--- config.mk ---
export PLATFORM = sky130hd
export DESIGN_NAME = vxe_fifo_unpack
export DESIGN_NICKNAME = d
export VERILOG_FILES = /design/src/rtl/vxe_fifo_unpack.sv
export SDC_FILE = /design/constraint.sdc
export NUM_CORES = 1
export LEC_CHECK = 0
export ABC_AREA = 1
export ABC_CLOCK_PERIOD_IN_PS = 3450
export CAP_MARGIN = 20
export CORE_ASPECT_RATIO = 0.7
export CORE_MARGIN = 2
export CORE_UTILIZATION = 53
export DETAILED_ROUTE_END_ITERATION = 8
export PLACE_DENSITY = 0.85
export SLEW_MARGIN = 20
export SYNTH_ARGS = -nofsm -noshare
export SYNTH_HDL_FRONTEND = slang
export SYNTH_SLANG_ARGS = --single-unit
--- constraint.sdc ---
create_clock -name clk -period 3.45 [get_ports clk]
set_input_delay 0.5175 -clock clk [delete_from_list [all_inputs] [get_ports clk]]
set_output_delay 0.5175 -clock clk [all_outputs]
set_load 0.005 [all_outputs]
--- src/rtl/vxe_fifo_unpack.sv ---
// Read-side consumer for a first-word-fall-through FIFO: pops one wide word and
// emits it as RATIO narrow beats (low slice first) on a registered valid/ready stream.
module vxe_fifo_unpack #(
  parameter int OUT_WIDTH = 32,
  parameter int RATIO     = 2
) (
  input  logic                       clk,
  input  logic                       nrst,
  input  logic                       srst,
  input  logic [OUT_WIDTH*RATIO-1:0] fifo_data,
  input  logic                       fifo_empty,
  output logic                       fifo_rd,
  output logic [OUT_WIDTH-1:0]       out_data,
  output logic                       out_last,
  output logic                       out_valid,
  input  logic                       out_rdy,
  output logic                       busy
);

  localparam int IN_WIDTH = OUT_WIDTH * RATIO;
  localparam int IDX_W    = (RATIO > 1) ? $clog2(RATIO) : 1;
  localparam logic [IDX_W-1:0] LAST_IDX = IDX_W'(RATIO - 1);

  logic [IN_WIDTH-1:0]  r_w;
  logic                 r_wv;
  logic [IDX_W-1:0]     r_idx;
  logic [OUT_WIDTH-1:0] r_out_data;
  logic                 r_out_last;
  logic                 r_out_valid;

  logic                 w_last;
  logic                 w_ld;
  logic                 w_rd;
  logic [OUT_WIDTH-1:0] w_beat;

  assign w_last = (r_idx == LAST_IDX);
  assign w_ld   = r_wv & (~r_out_valid | out_rdy);
  // Refill either into an empty word register or exactly when its last beat leaves.
  assign w_rd   = nrst & ~srst & ~fifo_empty & (~r_wv | (w_ld & w_last));

  always_comb begin
    w_beat = '0;
    for (int k = 0; k < RATIO; k++) begin
      if (r_idx == IDX_W'(k)) w_beat = r_w[k*OUT_WIDTH +: OUT_WIDTH];
    end
  end

  always_ff @(posedge clk or negedge nrst) begin
    if (!nrst) begin
      r_w         <= '0;
      r_wv        <= 1'b0;
      r_idx       <= '0;
      r_out_data  <= '0;
      r_out_last  <= 1'b0;
      r_out_valid <= 1'b0;
    end else if (srst) begin
      r_w         <= '0;
      r_wv        <= 1'b0;
      r_idx       <= '0;
      r_out_data  <= '0;
      r_out_last  <= 1'b0;
      r_out_valid <= 1'b0;
    end else begin
      if (w_rd) begin
        r_w   <= fifo_data;
        r_wv  <= 1'b1;
        r_idx <= '0;
      end else if (w_ld) begin
        if (w_last) begin
          r_idx <= '0;
          r_wv  <= 1'b0;
        end else begin
          r_idx <= r_idx + IDX_W'(1);
        end
      end

      if (w_ld) begin
        r_out_data  <= w_beat;
        r_out_last  <= w_last;
        r_out_valid <= 1'b1;
      end else if (r_out_valid && out_rdy) begin
        r_out_valid <= 1'b0;
      end
    end
  end

  assign fifo_rd   = w_rd;
  assign out_data  = r_out_data;
  assign out_last  = r_out_last;
  assign out_valid = r_out_valid;
  assign busy      = r_wv | r_out_valid;

endmodule

==> implementation parameters, run 1 <==
Parameter                              Value

Logic synthesis
  Number of different library cells in the post-synthesis netlist ... 17
  Post-synthesis instance area ... 4363 µm²
  Yosys warning total ... 0
  Cell type with the highest aggregate area in the netlist ... dfrtp_1
  Number of synthesized register bits ... 100
  Synthesized netlist net count ... 522
  Post-synthesis area per instance ... 9.631 µm²
  Synthesized netlist cell count ... 453
  Synth area leaders ... dfrtp_1 57%, nand3_1 18%, mux2i_1 7.3%
  Proportion of synthesized chip area in sequential cells ... 0.5736
  Area fraction of the dominant cell type after synthesis ... 0.5736

GRT
  Number of global-route vias before repair ... 3683
  Largest net degree at the start of global routing ... 100
  Antenna violations before repair ... 0
  GRT Total Usage ... 0.2633
  Total gr overflow ... 0
  Wire length of the first global-routing pass ... 18.62 mm

Route
  Met2 wire length ... 5.319 mm
  Wire length per cell after detailed routing ... 17.61 µm
  Drt total wl ... 11.29 mm
  Detailed router's first-iteration violation count ... 368
  DRT antenna net count ... 0
  Detailed-router iteration count before antenna repair ... 5
  Routed wire length on met3 ... 916 µm
  Met1 WL ... 4.944 mm
  Via Count ... 3750
  Via count normalized by instance count ... 5.850
  DRC viols ... 0
  Highest signal layer in the routed design ... met4

Pwr
  Net switching power figure ... 0.6182 mW
  Areal power density over the cells ... 461.0 nW/µm²
  Clk pwr share ... 0.399
  Sequential cell fraction of total power ... 0.479
  Lkg Pwr ... 2.643 nW
  Cell-internal power ... 2.003 mW
  Peak supply drop ... 0.2778 mV
  Net switching fraction of the power ... 0.2358
  Power share of the combinational group ... 0.122

CTS
  CTS Hold Bufs ... 0
  Root buffer cell ... clkbuf_16
  TritonCTS clock tree ... done
  Number of clock sinks seen by CTS ... 100
  Count of instances resized after the clock tree is built ... 0
  Maximum buffer depth of the clock tree ... 2
  Deepest level of the CTS H-tree ... 3
  Clock transition time at the flip-flop clock pins of the worst setup and hold paths ... 0.06 ns
  Total CTS buffers ... 9
  Worst-skew pair later-pin latency ... 0.33 ns
  Buffers inserted during post-CTS setup optimization ... 0

Critical path
  Slowest stage delay, CP ... 0.48 ns
  Library cell contributing the largest single delay on the critical path ... clkdlybuf4s50_1
  CP dominant cell by count ... clkdlybuf4s50_1
  Critical Path RT ... 2.93 ns
  Critical path class ... in -> out
  Maximum fanout along the worst path ... 4
  Critical Path Start Type ... input port
  Largest delay contributor family on the critical path ... buffers and inverters
  Crit path arrival time ... 1.91 ns
  Critical path endpoint category ... output pin
  Worst-path cell chain ... clkdlybuf4s50_1, inv_2, nand2_1, nor2_4, nand2_2, inv_1, clkdlybuf4s50_1
  Number of buffer and inverter instances along the worst setup path ... 4

Cells and area
  Number of nets in the finished design ... 605
  Total of fill cells in the finished design ... 584
  Inserted Diodes ... 0
  Proportion of layout cells with a drive suffix above 1 ... 0.05556
  Highest-count cells in the layout ignoring fill and taps ... 161 x nand3_1, 103 x clkdlybuf4s50_1, 99 x dfrtp_1
  Commonest non-fill, non-tap cell in the layout ... nand3_1
  Growth of design area from synthesis to finish ... 30.34%
  Finished Core Util ... 0.7163

Place
  Final HPWL from detailed placement ... 7.072 mm
  Port buffer count ... 104
  GP Congestion ... 0.7964

Floorplanning
  Initial standard-cell utilization of the core ... 0.5496
  Number of rows created at floorplan ... 27
  Die width ... 112.4 µm
  Floorplan die height ... 79.91 µm
  Io pins ... 105
  Placeable Area ... 7939 µm²
  Floorplan die area ... 8985 µm²

Timing
  Maximum clock rate ... 412.5 MHz
  Worst Tran Pin Value ... 0.9683 ns
  Final setup skew ... 0.006058 ns
  Count of endpoints failing setup in the final report ... 0
  Summed negative setup slack over all endpoints ... 0 ns
  Setup repair after global routing missed its margin ... no
  Fin. Hold Viols ... 0
  Pins Over Slew Limit ... 0
  Post-route fraction of the period consumed by the critical path ... 0.7028
  Final critical path time including I/O delays and setup ... 2.425 ns
  Max-Slew Margin vs Limit ... 0.3545

Flow run
  Number of maximum-capacitance violations ... 0

Status
  Status ... finished clean

Hold path
  Min-delay worst type ... in -> async
## area by class of cell
cell class / count / area, µm² / area share
sequential: 100 / 2504 / 0.4403
multi-input combinational: 306 / 1620 / 0.2849
timing repair buffer: 113 / 1106 / 0.1945
clock buffer: 11 / 232.7 / 0.04092
tap: 101 / 126.4 / 0.02222
clock inverter: 4 / 75.07 / 0.01320
inverter: 6 / 22.52 / 0.003960
## power by group through the flow
stage	Sequential [mW]	Clock (mW)	Combinational, mW
3_3_place_gp	1.27	0	0.310
2_1_floorplan	1.27	0	0.168
5_1_grt	1.26	1.10	0.352
6_report	1.25	1.05	0.320
3_5_place_dp	1.27	0	0.320
4_1_cts	1.25	1.06	0.323
## final timing paths
| check | start | endpoint | cells after the start | slack (ns) |
|---|---|---|---|---|
| max in group asynchronous | nrst | r_idx$_DFFE_PN0P_ | 2 | 2.08 |
| min | nrst | r_w[18]$_DFFE_PN0P_ | 1 | 0.08 |
| max | srst | fifo_rd | 7 | 1.03 |
| min in group clk | r_w[31]$_DFFE_PN0P_ | r_w[31]$_DFFE_PN0P_ | 2 | 0.50 |
| min reg2reg | r_w[31]$_DFFE_PN0P_ | r_w[31]$_DFFE_PN0P_ | 2 | 0.50 |
| max reg2reg | out_valid$_DFFE_PN0P_ | r_wv$_DFFE_PN0P_ | 6 | 1.77 |
## cell usage after synthesis
cell      number
nor2_1         4
mux2i_1       32
nand2_2        1
inv_2          2
buf_2         13
o21ai_0       34
clkinv_1       1
inv_1          3
nand2_1       71
dfrtp_1      100
clkbuf_1       7
buf_4         12
buf_6          1
nor2_2         2
buf_1          8
o21bai_4       1
nand3_1      161
## logic make-up (layout without fill, tap and decap cells)
| family | count (synthesis) | count (layout) | synth area share |
|---|---|---|---|
| AO/OA/AOI/OAI | 35 | 35 | 0.04330 |
| buffers and inverters | 47 | 134 | 0.05621 |
| flip-flops | 100 | 100 | 0.5736 |
| multiplexers | 32 | 32 | 0.07342 |
| AND/OR/NAND/NOR | 239 | 239 | 0.2535 |
## per-layer routing
metal / up-vias / global-route usage
met5: - / 0
met4: 0 / 0.04756
met3: 12 / 0.07365
met2: 173 / 0.4265
met1: 1852 / 0.3640
li1: 1713 / -
## through the flow
stage	hold WS [ns]	area [µm²]	instances	power, mW	setup slack (ns)
6_report	0.08149	5687	641	2.621	1.025
5_1_grt	0.08650	5687	641	2.714	0.9390
4_1_cts	0.07705	5687	641	2.638	1.027
3_5_place_dp	0.4322	5379	626	1.595	0.9338
3_3_place_gp	0.4359	5379	626	1.582	1.027
2_1_floorplan	0.2219	4363	453	1.435	1.727
## sequential cells by signal, summed over array words and instances (netlist names)
name and flops:
out_data 32, out_last 1, r_wv 1, r_w 64
out_valid 1, r_idx 1
No activity file was read; power rests on OpenSTA's default activity.
==> run 2, diff against run 1 <==
Settings changed: ABC_CLOCK_PERIOD_IN_PS 3450 to 2300, CORE_UTILIZATION 53 to 50, PLACE_DENSITY 0.85 to 0.8.
Clock period 3.45 ns to 2.3 ns, I/O delays scaled along.
==> run 2 against run 1 <==
Via count down 2.0%; setup slack worse by 0.82 ns; worst hold slack worse by 0.068 ns; combinational power up 53%; largest cell class unchanged.
==> implementation parameters, run 2 (synthesized netlist as in run 1, its figures left out) <==
Parameter                              Value

Status
  Status ... finished clean

Cells and area
  Number of nets in the finished design ... 606
  Inserted Diodes ... 0
  Cell Count, Final, Fillers Out ... 662
  Commonest non-fill, non-tap cell in the layout ... nand3_1
  Total of fill cells in the finished design ... 692
  Growth of design area from synthesis to finish ... 31.92%
  Proportion of layout cells with a drive suffix above 1 ... 0.06273
  Highest-count cells in the layout ignoring fill and taps ... 161 x nand3_1, 103 x clkdlybuf4s50_1, 99 x dfrtp_1
  Flip-flop count of the largest register after layout ... 64
  Largest register by flop count ... r_w

Place
  GP Congestion ... 0.7815
  Worst setup slack before clock tree synthesis ... 0.1628 ns
  Dpl cells ... 646
  Final HPWL from detailed placement ... 6.517 mm
  Port buffer count ... 104

CTS
  Deepest level of the CTS H-tree ... 3
  CTS Hold Bufs ... 0
  Worst-skew pair later-pin latency ... 0.34 ns
  Total CTS buffers ... 9
  Count of instances resized after the clock tree is built ... 0
  Number of clock sinks seen by CTS ... 100
  TritonCTS clock tree ... done
  Root buffer cell ... clkbuf_16
  Buffers inserted during post-CTS setup optimization ... 0
  Clock transition time at the flip-flop clock pins of the worst setup and hold paths ... 0.07 ns
  Maximum buffer depth of the clock tree ... 2

GRT
  Total gr overflow ... 0
  Wire length of the first global-routing pass ... 17.48 mm
  Largest net degree at the start of global routing ... 100
  Number of global-route vias before repair ... 3579
  GRT Total Usage ... 0.2384
  Antenna violations before repair ... 0

Timing
  Pins Over Slew Limit ... 0
  Count of endpoints failing setup in the final report ... 0
  Final setup skew ... 0.01057 ns
  Summed negative setup slack over all endpoints ... 0 ns
  Worst Tran Pin Value ... 0.9187 ns
  Fin. Hold Viols ... 0
  Least setup slack across all paths after layout ... 0.2024 ns
  Final critical path time including I/O delays and setup ... 2.098 ns
  Maximum clock rate ... 476.7 MHz
  Post-route fraction of the period consumed by the critical path ... 0.9120
  Max-Slew Margin vs Limit ... 0.3875
  Setup repair after global routing missed its margin ... no
  Final worst hold slack ... 0.01390 ns

Critical path
  Critical path class ... in -> out
  Crit path arrival time ... 1.75 ns
  CP dominant cell by count ... clkdlybuf4s50_1
  Critical path endpoint category ... output pin
  Library cell contributing the largest single delay on the critical path ... clkdlybuf4s50_1
  Maximum fanout along the worst path ... 4
  Worst-path cell chain ... clkdlybuf4s50_1, inv_2, nand2_1, nor2_4, nand2_2, inv_1, clkdlybuf4s50_1
  Critical R2R Launch ... out_valid$_DFFE_PN0P_
  Critical Path RT ... 1.96 ns
  Slowest stage delay, CP ... 0.49 ns
  Critical path launch point ... srst
  Critical Path Start Type ... input port

Flow run
  Number of maximum-capacitance violations ... 0

Floorplanning
  Placeable Area ... 8478 µm²
  Number of rows created at floorplan ... 28
  Initial standard-cell utilization of the core ... 0.5146
  Floorplan die height ... 82.16 µm
  Io pins ... 105
  Die width ... 115.7 µm
  Floorplan die area ... 9501 µm²

Hold path
  Min-delay worst type ... in -> async

Pwr
  Lkg Pwr ... 2.671 nW
  Pwr Total ... 4.028 mW
  Areal power density over the cells ... 699.8 nW/µm²
  Peak supply drop ... 0.3066 mV

Route
  Wire length per cell after detailed routing ... 16.33 µm
  DRC viols ... 0
  DRT antenna net count ... 0
  Detailed-router iteration count before antenna repair ... 5
  Via Count ... 3674
  Via count normalized by instance count ... 5.550
  Drt total wl ... 10.81 mm
  Detailed router's first-iteration violation count ... 499
==> run 2: power breakdown <==
| part | total [mW] | leakage [nW] | internal [mW] | switching (mW) |
|---|---|---|---|---|
| clock | 1.66 | 0.160 | 0.993 | 0.668 |
| sequential | 1.88 | 1.37 | 1.83 | 0.0432 |
| combinational | 0.489 | 1.14 | 0.226 | 0.263 |
| total | 4.03 | 2.67 | 3.05 | 0.974 |
==> run 2: area by class of cell <==
cell class                      count  area [µm²]  area share
Sequential cell                   100        2504      0.4350
Multi-Input combinational cell    306        1620      0.2815
Timing Repair Buffer              114        1126      0.1957
Tap cell                          120       150.1     0.02609
Inverter                            6       22.52    0.003913
Clock inverter                      6       93.84     0.01630
Clock buffer                       10       239.0     0.04152
==> run 2: routing by layer <==
| metal | up-vias | track usage | routed length, µm |
|---|---|---|---|
| met5 | - | 0 | 0 |
| met4 | 0 | 0.07500 | 143 |
| met3 | 16 | 0.05620 | 774 |
| met2 | 153 | 0.3778 | 4976 |
| met1 | 1781 | 0.3314 | 4914 |
| li1 | 1724 | - | - |
==> run 2: worst paths after layout <==
kind,endpoint,slack (ns),depth (start not counted)
max,fifo_rd,0.20,7
min,r_w[18]$_DFFE_PN0P_,0.01,2
max reg2reg,r_w[49]$_DFFE_PN0P_,0.60,7
min reg2reg,r_w[52]$_DFFE_PN0P_,0.50,2
max in group asynchronous,r_idx$_DFFE_PN0P_,1.00,3
min in group clk,r_w[52]$_DFFE_PN0P_,0.50,2
==> run 2: critical path: cells and delay by family <==
family                 cells  cell delay, ns
buffers and inverters      4            1.13
AND/OR/NAND/NOR            3            0.28
==> run 2: stage by stage <==
step | util | cell area [µm²]
after floorplan | - | 4363
after global placement | 0.6396 | 5423
after detailed placement | 0.6396 | 5423
after CTS | 0.6789 | 5756
after global routing | 0.6789 | 5756
final | 0.6789 | 5756
==> run 3, diff against run 2 <==
--- a/config.mk
+++ b/config.mk
@@ -9,9 +9,10 @@
 export ABC_CLOCK_PERIOD_IN_PS = 2300
 export CAP_MARGIN = 20
-export CORE_ASPECT_RATIO = 0.7
+export CORE_ASPECT_RATIO = 1.25
 export CORE_MARGIN = 2
-export CORE_UTILIZATION = 50
+export CORE_UTILIZATION = 63
 export DETAILED_ROUTE_END_ITERATION = 8
-export PLACE_DENSITY = 0.8
+export DONT_BUFFER_PORTS = 1
+export PLACE_DENSITY = 0.79
 export SLEW_MARGIN = 20
 export SYNTH_ARGS = -nofsm -noshare
==> constraint.sdc (replaced) <==
create_clock -name clk -period 2.3 [get_ports clk]
set_input_delay 0.345 -clock clk [delete_from_list [all_inputs] [get_ports clk]]
set_output_delay 0.345 -clock clk [all_outputs]
set_load 0.1 [all_outputs]
==> run 3 against run 2 <==
The flow now finishes with violations (hold timing); largest cell class unchanged; worst hold slack worse by 0.36 ns; critical path depth is 1 lower; power fell by 12%; fmax grew 16%; via count shrank 7.3%; die area fell by 20%; final area shrank 16%; final cell count fell by 15%; first-iteration DRC count is 43% lower; sequential power hardly changed; clock power shrank 26%; non-clock buffer count shrank 67.
==> implementation parameters, run 3 (synthesized netlist as in run 1, its figures left out) <==
Parameter                              Value

Floorplanning
  Floorplan die height ... 97.04 µm
  Die width ... 78.43 µm
  Floorplan die area ... 7611 µm²
  Io pins ... 105
  Initial standard-cell utilization of the core ... 0.6563
  Placeable Area ... 6648 µm²
  Number of rows created at floorplan ... 33

Timing
  Final setup skew ... 0.008962 ns
  Summed negative setup slack over all endpoints ... 0 ns
  Final critical path time including I/O delays and setup ... 1.814 ns
  Final worst hold slack ... -0.3412 ns
  Least setup slack across all paths after layout ... 0.4856 ns
  Fin. Hold Viols ... 100
  Count of endpoints failing setup in the final report ... 0
  Pins Over Slew Limit ... 0
  Maximum clock rate ... 551.1 MHz
  Worst Tran Pin Value ... 0.8953 ns
  Setup repair after global routing missed its margin ... no
  Max-Slew Margin vs Limit ... 0.4032
  Post-route fraction of the period consumed by the critical path ... 0.7889

Critical path
  Critical path endpoint category ... output pin
  Crit path arrival time ... 1.47 ns
  Critical path class ... reg -> out
  Critical Path Start Type ... flip-flop
  Critical Path RT ... 1.96 ns
  Maximum fanout along the worst path ... 3

Cells and area
  Inserted Diodes ... 0
  Proportion of layout cells with a drive suffix above 1 ... 0.1516
  Highest-count cells in the layout ignoring fill and taps ... 161 x nand3_1, 98 x dfrtp_1, 71 x nand2_1
  Flip-flop count of the largest register after layout ... 64
  Number of nets in the finished design ... 539
  Commonest non-fill, non-tap cell in the layout ... nand3_1
  Growth of design area from synthesis to finish ... 11.13%
  Finished Core Util ... 0.7293
  Largest register by flop count ... r_w

CTS
  Maximum buffer depth of the clock tree ... 2
  Deepest level of the CTS H-tree ... 3
  Number of clock sinks seen by CTS ... 100
  Worst-skew pair later-pin latency ... 0.37 ns
  Root buffer cell ... clkbuf_8
  Clock transition time at the flip-flop clock pins of the worst setup and hold paths ... 0.10 ns
  TritonCTS clock tree ... done
  Count of instances resized after the clock tree is built ... 0
  Buffers inserted during post-CTS setup optimization ... 0
  Total CTS buffers ... 9

Route
  Wire length per cell after detailed routing ... 17.34 µm
  Drt total wl ... 9.744 mm
  DRT antenna net count ... 0
  Detailed router's first-iteration violation count ... 283
  Via Count ... 3405
  DRC viols ... 0
  Detailed-router iteration count before antenna repair ... 5
  Via count normalized by instance count ... 6.059

Pwr
  Areal power density over the cells ... 732.9 nW/µm²
  Lkg Pwr ... 2.418 nW
  Peak supply drop ... 0.5765 mV

Place
  Final HPWL from detailed placement ... 6.214 mm
  Worst setup slack before clock tree synthesis ... 0.6270 ns
  GP Congestion ... 0.7925
  Port buffer count ... 0

GRT
  Antenna violations before repair ... 0
  Number of global-route vias before repair ... 3290
  GRT Total Usage ... 0.2718
  Largest net degree at the start of global routing ... 102
  Total gr overflow ... 0
  Wire length of the first global-routing pass ... 16.08 mm

Hold path
  Min-delay worst type ... in -> async

Status
  Status ... finished, violations left
  Violated checks ... hold timing

Flow run
  Number of maximum-capacitance violations ... 0
[run 3: cell types whose count changed in the layout (fill, tap and decap cells not counted), sizes merged]
cell           delta
buf              +36
clkbuf            -1
clkdlybuf4s50   -103
clkinv            +1
clkinvlp          +1
inv               -1
[run 3: layer usage]
metal / vias to the layer above / wire [µm] / global-route usage
met3: 18 / 717 / 0.07556
met5: - / 0 / 0
li1: 1601 / - / -
met4: 0 / 178 / 0.09582
met2: 124 / 4904 / 0.4337
met1: 1662 / 3943 / 0.3590
[run 3: report_power, final]
part	switching (mW)	internal, mW	total [mW]
logic	0.326	0.122	0.448
clock network	0.608	0.620	1.23
registers	0.0437	1.83	1.88
[run 3: worst max-delay path, cell delays in order (launching register included)]
cell	delay (ns)
dfrtp_2	0.41
inv_1	0.09
nor2_2	0.07
o21bai_4	0.14
nand2_2	0.11
clkinvlp_4	0.12
buf_12	0.17
[run 3: per-stage QoR]
stage | power [mW] | instance area [µm²] | hold WS, ns | cells
floorplan | 2.271 | 4368 | 0.04941 | 453
global placement | 2.343 | 4626 | 0.05283 | 546
detailed placement | 2.360 | 4626 | 0.05271 | 546
CTS | 3.565 | 4848 | -0.3469 | 562
global route | 3.685 | 4848 | -0.3618 | 562
finish | 3.553 | 4848 | -0.3412 | 562
[run 3: cell type report]
type,count,area (µm²)
clock inverter,7,98.84
fill,514,1799
tap,87,108.9
sequential,100,2505
clock buffer,9,123.9
multi-input combinational,306,1620
inverter,6,26.28
timing repair buffer,47,365.4
[run 3: worst paths after layout]
kind	depth (start not counted)	slack, ns	endpoint	from
worst min register to register	2	0.51	r_w[40]$_DFFE_PN0P_	r_w[40]$_DFFE_PN0P_
worst max register to register	6	0.68	out_data[3]$_DFFE_PN0P_	out_valid$_DFFE_PN0P_
min in group clk	1	0.03	out_valid$_DFFE_PN0P_	srst
worst max-delay path	6	0.49	fifo_rd	out_valid$_DFFE_PN0P_
worst min-delay path	0	-0.34	out_data[24]$_DFFE_PN0P_	nrst
max in group asynchronous	0	2.53	r_w[7]$_DFFE_PN0P_	nrst
==> edit: new RTL, flow settings as in run 2 <==
The parameter `OUT_WIDTH` goes from 32 to 16.
--- a/src/rtl/vxe_fifo_unpack.sv
+++ b/src/rtl/vxe_fifo_unpack.sv
@@ -1,7 +1,7 @@
 // Read-side consumer for a first-word-fall-through FIFO: pops one wide word and
 // emits it as RATIO narrow beats (low slice first) on a registered valid/ready stream.
 module vxe_fifo_unpack #(
-  parameter int OUT_WIDTH = 32,
+  parameter int OUT_WIDTH = 16,
   parameter int RATIO     = 2
 ) (
   input  logic                       clk,
Ports: changed (resized fifo_data and out_data); port bits go from 105 to 57. No check against the original RTL was run, so the function may have changed too.
==> edit against run 2 <==
- worst setup slack better by 29 ps
- clock skew down 3.9 ps
- global-route usage down 1.5 points
- area after synthesis down 47%
- routed wire length down 50%
- total power down 52%
- cell area down 48%
- sequential cell count down 48
- critical path type unchanged
- critical endpoint unchanged
- largest cell class unchanged
==> edit: results (changes against run 2) <==
Signal buffers: 64 (-44%)
Slew HR: 56.38% (+18 points)
vias in the first global route: 1,813 (-49%)
Top class by area: sequential cells
First DRT Iteration DRCs: 146 (-71%)
largest cells by area after synthesis: dfrtp_1, nand3_1, mux2i_1
Min Hold Slack: 209.7 ps (+195.8 ps)
largest net degree at the start of global routing: 53 (-47%)
DR pass1 iterations: 5 (unchanged)
clock latency on the worst-skew pair: 310 ps (-30 ps)
DP Cell Count: 339 (-48%)
final wirelength: 5368 um (-50%)
clk tree area frac: 4.217% (-1.6 points)
root buffer cell: clkbuf_8
Post-Syn Nets: 275 (-47%)
hpwl dp: 3633 um (-44%)
asr flop ratio synth: 100.0% (unchanged)
Most flops, register: r_w
FF-to-FF setup slack: 940 ps (+340 ps)
WL/cell: 15.47 um (-5.3%)
vias: 1,954 (-47%)
cts bufs inserted: 5 (-4)
clock buffers: 7 (-3)
Multi-input gate area: 862.1 sq um (-47%)
overall fraction of global-route tracks in use: 22.37% (-1.5 points)
RePlAce Congestion: 0.7830 (+0.19%)
ant diodes: 0 (unchanged)
layout cells sized above 1: 8.562% (+2.3 points)
Max Fanout on Critical Path: 4 (unchanged)
DR WL met3: 300 um (-61%)
CTS H-tree lvls: 2 (-1)
Netlist cell types: 18 (+1)
M1 WL: 2624 um (-47%)
Synth top cells by count: nand3_1, dfrtp_1, nand2_1, mux2i_1, o21ai_0
clk buf depth: 2 (unchanged)
Yosys warnings: 0 (unchanged)
Largest register FFs: 32 (-50%)
sequential share of cell area: 43.42% (-0.076 points)
clk slew on worst S/H paths: 90 ps (+20 ps)
status: finished, final reports clean
Net Sw Power: 0.4546 mW (-53%)
fill count: 365 (-47%)
Remaining DRCs: 0 (unchanged)
WP data arrival: 1720 ps (-30 ps)
max layer used: met4
nets: 328 (-46%)
inverter count: 6 (unchanged)
first-pass GRT wire length: 8666 um (-50%)
Data buffer area share: 20.54% (+0.98 points)
Synth Register Bits: 52 (-48%)
Multi-input comb cells: 162 (-47%)
Layout Skew: 6.635 ps (-3.931 ps)
Port Buffers: 56 (-46%)
Gate Count Post-Synth: 238 (-47%)
peak supply drop: 0.3167 mV (+3.3%)
sequential share of the synthesized area: 56.80% (-0.56 points)
met2 routed WL: 2366 um (-52%)
LEAKAGE: 1.405 nW (-47%)
prevailing post-synth register cell: dfrtp_1
-- edit: logic make-up (layout without fill, tap and decap cells) --
group | after synthesis | count (layout) | synth area share (%)
DFF | 52 | 52 | 56.80
and+or+nand+nor | 127 | 127 | 25.89
buffers and inverters | 24 | 78 | 5.571
muxes | 16 | 16 | 6.991
AOI/OAI and AO/OA | 19 | 19 | 4.751
-- edit: worst paths after layout --
kind / startpoint / to / cells past startpoint
max in group asynchronous: nrst / r_w[21]$_DFFE_PN0P_ / 2
setup reg to reg: out_valid$_DFFE_PN0P_ / r_w[30]$_DFFE_PN0P_ / 7
setup / recovery: srst / fifo_rd / 7
min in group clk: r_w[20]$_DFFE_PN0P_ / r_w[20]$_DFFE_PN0P_ / 2
hold reg to reg: r_w[20]$_DFFE_PN0P_ / r_w[20]$_DFFE_PN0P_ / 2
hold / removal: nrst / r_w[30]$_DFFE_PN0P_ / 2
-- edit: power by group through the flow --
stage                     logic [mW]  registers [mW]  clock network, mW
final                          0.265           0.979              0.674
after global routing           0.291           0.984              0.718
after CTS                      0.267           0.978              0.680
after detailed placement       0.266           0.996                  0
after global placement         0.262           0.994                  0
after floorplan                0.137           0.989                  0
-- edit: routing by layer --
metal / vias to the layer above / GRT usage (%)
met5: - / 0
met1: 946 / 32.65
li1: 925 / -
met2: 75 / 34.42
met3: 8 / 3.946
met4: 0 / 8.163
-- edit: critical path: cells and delay by family --
kind                   cells  cell delay (ps)
AND/OR/NAND/NOR            3              290
buffers and inverters      4             1090
-- edit: per-stage QoR --
step,worst slack (ps),cell area [sq um],util [%]
after floorplan,927.9,2291,-
after global placement,268.3,2870,65.54
after detailed placement,240.0,2870,65.54
after CTS,228.8,2997,68.43
after global routing,176.3,2997,68.43
final,231.3,2997,68.43
